[src/rtl/ring_counter_multi_if.sv]
// Control and status bundle for ring_counter_multi: sequencer-side controls in, counter state out.
interface ring_counter_multi_if #(
  parameter int unsigned WIDTH = 8
);
  logic             en;
  logic             up_dnN;
  logic [1:0]       mode;
  logic             load;
  logic [WIDTH-1:0] load_val;
  logic [WIDTH-1:0] count;
  logic             wrap;
  logic             err;
  logic             armed;

  modport master (
    output en, up_dnN, mode, load, load_val,
    input  count, wrap, err, armed
  );

  modport slave (
    input  en, up_dnN, mode, load, load_val,
    output count, wrap, err, armed
  );
endinterface

[src/rtl/ring_counter_multi.sv]
// Multi-mode up/down sequence counter: one-hot ring, Johnson or binary, with parallel load,
// wrap pulse and self-correction of illegal ring/Johnson states.
module ring_counter_multi #(
  parameter int unsigned WIDTH = 8,
  parameter int unsigned STEP  = 1
) (
  input  logic                clk,
  input  logic                reset,
  ring_counter_multi_if.slave bus
);
  localparam logic [1:0]       MODE_RING = 2'b00;
  localparam logic [1:0]       MODE_JOHN = 2'b01;
  localparam logic [1:0]       MODE_BIN  = 2'b10;
  localparam logic [WIDTH-1:0] ONE       = WIDTH'(1);
  localparam logic [WIDTH-1:0] STEP_W    = WIDTH'(STEP);

  logic [WIDTH-1:0] count_q, count_d;
  logic [1:0]       mode_q, mode_d;
  logic             armed_q;
  logic             wrap_q, wrap_d;
  logic             err_q, err_d;

  logic [WIDTH-1:0] inc_c, dec_c, inv_c, inv_inc_c, ring_nxt_c, john_nxt_c;
  logic [WIDTH:0]   sum_c, diff_c;
  logic             ring_ok_c, john_ok_c;

  // Seed a sequence restarts from; hold mode keeps whatever is there.
  function automatic logic [WIDTH-1:0] seed_of(input logic [1:0] m, input logic [WIDTH-1:0] cur);
    case (m)
      MODE_RING: seed_of = ONE;
      MODE_JOHN: seed_of = '0;
      MODE_BIN:  seed_of = '0;
      default:   seed_of = cur;
    endcase
  endfunction

  // State register
  always_ff @(posedge clk or posedge reset) begin
    if (reset) begin
      count_q <= ONE;
      mode_q  <= MODE_RING;
      armed_q <= 1'b0;
      wrap_q  <= 1'b0;
      err_q   <= 1'b0;
    end else begin
      count_q <= count_d;
      mode_q  <= mode_d;
      armed_q <= 1'b1;
      wrap_q  <= wrap_d;
      err_q   <= err_d;
    end
  end

  // Next-state: arming > load > mode change > enabled advance
  always_comb begin
    count_d    = count_q;
    mode_d     = mode_q;
    wrap_d     = 1'b0;
    err_d      = 1'b0;
    inc_c      = count_q + ONE;
    dec_c      = count_q - ONE;
    inv_c      = ~count_q;
    inv_inc_c  = inv_c + ONE;
    sum_c      = {1'b0, count_q} + {1'b0, STEP_W};
    diff_c     = {1'b0, count_q} - {1'b0, STEP_W};
    // Legal Johnson codes are 0..01..1 (x & (x+1) == 0) or their complements
    ring_ok_c  = (count_q != '0) && ((count_q & dec_c) == '0);
    john_ok_c  = ((count_q & inc_c) == '0) || ((inv_c & inv_inc_c) == '0);
    ring_nxt_c = bus.up_dnN ? {count_q[WIDTH-2:0], count_q[WIDTH-1]}
                            : {count_q[0], count_q[WIDTH-1:1]};
    john_nxt_c = bus.up_dnN ? {count_q[WIDTH-2:0], ~count_q[WIDTH-1]}
                            : {~count_q[0], count_q[WIDTH-1:1]};

    if (!armed_q) begin
      mode_d  = bus.mode;
      count_d = seed_of(bus.mode, count_q);
    end else if (bus.load) begin
      mode_d  = bus.mode;
      count_d = bus.load_val;
    end else if (bus.mode != mode_q) begin
      mode_d  = bus.mode;
      count_d = seed_of(bus.mode, count_q);
    end else if (bus.en) begin
      case (mode_q)
        MODE_RING: begin
          if (!ring_ok_c) begin
            count_d = ONE;
            err_d   = 1'b1;
          end else begin
            count_d = ring_nxt_c;
            wrap_d  = bus.up_dnN ? count_q[WIDTH-1] : count_q[0];
          end
        end
        MODE_JOHN: begin
          if (!john_ok_c) begin
            count_d = '0;
            err_d   = 1'b1;
          end else begin
            count_d = john_nxt_c;
            wrap_d  = (john_nxt_c == '0) && (count_q != '0);
          end
        end
        MODE_BIN: begin
          count_d = bus.up_dnN ? sum_c[WIDTH-1:0] : diff_c[WIDTH-1:0];
          wrap_d  = bus.up_dnN ? sum_c[WIDTH] : diff_c[WIDTH];
        end
        default: ;
      endcase
    end
  end

  assign bus.count = count_q;
  assign bus.wrap  = wrap_q;
  assign bus.err   = err_q;
  assign bus.armed = armed_q;
endmodule

[src/flat_wrapper.sv]
// flat-port wrapper written by rule: the top's interface ports become plain ports
module ring_counter_multi_flat 
#(
  parameter int unsigned WIDTH = 8,
  parameter int unsigned STEP  = 1
)
  (clk, reset, bus_en, bus_up_dnN, bus_mode, bus_load, bus_load_val, bus_count, bus_wrap, bus_err, bus_armed);
  ring_counter_multi_if #(.WIDTH(WIDTH)) bus_i ();
  input  logic clk;
  input  logic reset;
  input wire logic [$bits(bus_i.en)-1:0] bus_en;
  input wire logic [$bits(bus_i.up_dnN)-1:0] bus_up_dnN;
  input wire logic [$bits(bus_i.mode)-1:0] bus_mode;
  input wire logic [$bits(bus_i.load)-1:0] bus_load;
  input wire logic [$bits(bus_i.load_val)-1:0] bus_load_val;
  output wire logic [$bits(bus_i.count)-1:0] bus_count;
  output wire logic [$bits(bus_i.wrap)-1:0] bus_wrap;
  output wire logic [$bits(bus_i.err)-1:0] bus_err;
  output wire logic [$bits(bus_i.armed)-1:0] bus_armed;
  assign bus_i.en = bus_en;
  assign bus_i.up_dnN = bus_up_dnN;
  assign bus_i.mode = bus_mode;
  assign bus_i.load = bus_load;
  assign bus_i.load_val = bus_load_val;
  assign bus_count = bus_i.count;
  assign bus_wrap = bus_i.wrap;
  assign bus_err = bus_i.err;
  assign bus_armed = bus_i.armed;
  ring_counter_multi #(.WIDTH(WIDTH), .STEP(STEP)) u_core (.clk(clk), .reset(reset), .bus(bus_i));
endmodule
[config.mk]
export PLATFORM = sky130hd
export DESIGN_NAME = ring_counter_multi_flat
export DESIGN_NICKNAME = d
export VERILOG_FILES = /design/src/rtl/ring_counter_multi_if.sv /design/src/rtl/ring_counter_multi.sv /design/src/flat_wrapper.sv
export SDC_FILE = /design/constraint.sdc
export NUM_CORES = 1
export LEC_CHECK = 0
export BUFFER_PORTS_ARGS = -buffer_cell sky130_fd_sc_hd__buf_2
export CORE_MARGIN = 2
export CORE_UTILIZATION = 45
export CTS_CLUSTER_DIAMETER = 30
export CTS_CLUSTER_SIZE = 10
export DETAILED_ROUTE_END_ITERATION = 16
export HOLD_SLACK_MARGIN = 0.05
export PLACE_DENSITY = 0.74
export SETUP_SLACK_MARGIN = 0.15
export SYNTH_ARGS = -nofsm -noshare
export SYNTH_HDL_FRONTEND = slang
export SYNTH_SLANG_ARGS = --single-unit
[constraint.sdc]
create_clock -name clk -period 3.44 [get_ports clk]
set_input_delay 0.172 -clock clk [delete_from_list [all_inputs] [get_ports clk]]
set_output_delay 0.172 -clock clk [all_outputs]
set_load 0.03 [all_outputs]
==> results.yml <==
timing:
  worst_pin_slew_ps: 621
  fin_worst_skew_ps: 9.28
  fin_ws_ps: 335
  finalCriticalPeriod_ps: 3110
  final_max_slew_viol_count: 0
  hold_viol: 0
  relSlewSlack_pct: 58.5
  fmax_mhz: 322
  timing.hold.ws_ps: 112
  fin_tns_setup_ps: 0
  finalCritPeriodShare_pct: 90.3
  rsz0062_at_grt: "false"
  setup_viol: 0
critical_path:
  r2r_slack_ps: 330
  cp_max_fo: 10
  r2r-end: "u_core.bus.count[5]"
  cp-endpoint: "u_core.bus.count[5]"
  required_ps: 3620
  critPathCaptureType: "flop"
  r2r_start: "u_core.bus.count[0]"
  criticalPathCategory: "reg2reg"
  cp-startpoint: "u_core.bus.count[0]"
  worst_r2r_path_depth: 10
  critical_path_arrival_ps: 3290
  critPathLaunchType: "flop"
global_route:
  antenna_found_initial: 0
  grt_pass1_vias: 1545
  grt_start_max_net_pins: 28
  track_usage_pct: 22.7
  grt_pass1_wl_mm: 7.30
  overflow: 0
status:
  outcome: "complete, no violations"
synth:
  synth-compound-area-share_pct: 25.9
  synth_top_family_by_area: "compound AO/OA/AOI/OAI gates"
  yosysUniqueCellTypes: 46
  muxShareOfSynthArea_pct: 6.87
  synth.net_count: 239
  synth_xor_xnor_area_share_pct: 1.64
  synth-edff-count: 0
  synth_fa_ha_area_share_pct: 16.4
  netlist_area_sq_um: 1600
  async_flop_share_pct: 100
  ys_seq_area_share_pct: 20.4
  ys_ff_latch: 13
  syn-mean-instance-area_sq_um: 7.89
  synthSimpleGateAreaFrac_pct: 21.8
  synth_cells: 203
  synthFlopType: "dfrtp_1"
  ys.warnings.count: 0
placement:
  portBuffers: 25
  pre_cts_ws_ps: 248
  place_congestion: 0.878
  hpwl_mm: 3.26
route:
  drc: 0
  viasPerCell: 6.01
  wirelength_mm: 4.37
  drtPass1Iterations: 4
  vias: 1654
  routedWlPerCell_um: 15.9
  first_iter_violations: 137
  ant_nets: 0
power:
  combPwrFrac_pct: 50.5
  ir_drop_mv: 0.147
  total_power_uw: 580
  power_density_nw_per_um2: 316
  clkPwrFrac_pct: 17.9
  p_leak_uw: 0.000818
  p_int_uw: 326
  switching_share_pct: 43.8
  p_sw_uw: 254
  p_seq_share_pct: 31.7
floorplanning:
  io_pins: 26
  core_sq_um: 3390
  die_w_um: 63.7
  start_util_pct: 47.2
  dieArea_sq_um: 4050
  die_h_um: 63.7
  rows: 21
finish:
  area_growth_syn_to_layout_pct: 14.8
  drive_above_1_share_pct: 21.8
  nets: 266
  num_antenna_cells: 0
cts:
  cts_buffers: 3
  cts_resized: 0
  root_buffer: "clkbuf_4"
  clkSinkCount: 13
  htreeDepth: 1
  insertion_delay_ps: 290
  clkTransAtPathRegs_ps: 90
  max-clock-path-buffers: 2
  cts_tree: "built"
worst_hold_path:
  min_path_type: "in2reg"
job:
  cap_violations: 0
==> power groups by stage <==
stage / Sequential [uW] / Combinational [uW] / Clock, uW
floorplan: 201 / 184 / 0
detailed placement: 186 / 276 / 0
global placement: 186 / 274 / 0
global route: 186 / 326 / 113
finish: 184 / 293 / 104
CTS: 183 / 280 / 103
==> kinds of logic (layout without fill, tap and decap cells) <==
logic type | after synthesis | after routing
xor gates and xnor gates | 3 | 3
and+or+nand+nor | 66 | 66
muxes | 10 | 10
other | 1 | 1
AOI/OAI and AO/OA | 62 | 62
DFF | 13 | 13
adders and majority gates | 21 | 21
buffers and inverters | 27 | 53
==> registers in the layout, summed over array words and instances, names as in the netlist <==
register,count
u_core.bus.count,8
u_core.mode_q,2
u_core.bus.wrap,1
u_core.bus.armed,1
u_core.bus.err,1
==> layout by cell type (no fill, tap or decap), types with 7 or more instances in the layout <==
| cell | count |
|---|---|
| dfrtp_1 | 12 |
| nand3_1 | 8 |
| a22oi_1 | 7 |
| nand2_1 | 15 |
| nor2_1 | 13 |
| mux2_2 | 8 |
| buf_2 | 25 |
| ha_1 | 21 |
| o21ai_0 | 16 |
| buf_4 | 7 |
| inv_1 | 14 |
| a21oi_1 | 14 |
==> cell type report <==
class | count | area, sq um
fillers | 326 | 1550
multi-input cells | 163 | 1170
flip-flops and latches | 13 | 327
repair buffers | 35 | 208
well taps | 46 | 57.6
inverters | 14 | 52.6
clock buffers | 4 | 26.3
==> what timing repair did <==
action / CTS / global route
hold endpoints to repair: 14 / 0
buffers inserted: 0 / 2
setup endpoints to repair: 0 / 6
hold buffers: 3 / 0
==> metrics by stage <==
step	cells	instance area, sq um	util (%)
6_report	275	1840	54.2
3_3_place_gp	266	1770	52.1
2_1_floorplan	203	1600	-
5_1_grt	275	1840	54.2
3_5_place_dp	266	1770	52.1
4_1_cts	273	1820	53.8
==> cell usage after synthesis (all sizes together) (5+ instances only) <==
| cell type | instances | area, sq um |
|---|---|---|
| a21oi | 14 | 70.1 |
| inv | 14 | 52.6 |
| nor2 | 13 | 48.8 |
| dfrtp | 12 | 300 |
| buf | 6 | 28.8 |
| ha | 21 | 263 |
| o41ai | 5 | 43.8 |
| clkbuf | 7 | 26.3 |
| nor3 | 5 | 25.0 |
| nand3 | 8 | 40.0 |
| mux2 | 8 | 90.1 |
| and2 | 5 | 31.3 |
| nand2 | 15 | 56.3 |
| a22oi | 7 | 52.6 |
| o21ai | 18 | 93.8 |
==> worst min path at each step <==
stage / start / endpoint / slack, ps / depth (start not counted)
final: bus_en / u_core.bus.err / 110 / 3
after global routing: bus_en / u_core.bus.err / 110 / 3
after CTS: bus_load_val[5] / u_core.bus.count[5] / 120 / 3
after detailed placement: reset / u_core.bus.count[7] / 240 / 2
after global placement: reset / u_core.bus.armed / 250 / 2
after floorplan: reset / u_core.bus.armed / 50 / 1
==> critical path: stages (launching register included) <==
cell,delay (ps)
dfstp_2,430
nor3_1,280
inv_1,90
or3_1,330
or3_1,320
ha_1,180
or4_4,490
a211oi_4,330
buf_4,190
o21ai_1,50
o41ai_1,300
==> per-layer routing <==
layer / share of wire, % / track usage (%) / up-vias
li1: - / - / 799
met1: 44 / 32.1 / 767
met2: 47 / 34.5 / 79
met3: 7.5 / 2.50 / 9
met4: 1.9 / 10.1 / 0
met5: 0 / 0 / -
(Power assumes the default switching activity.)
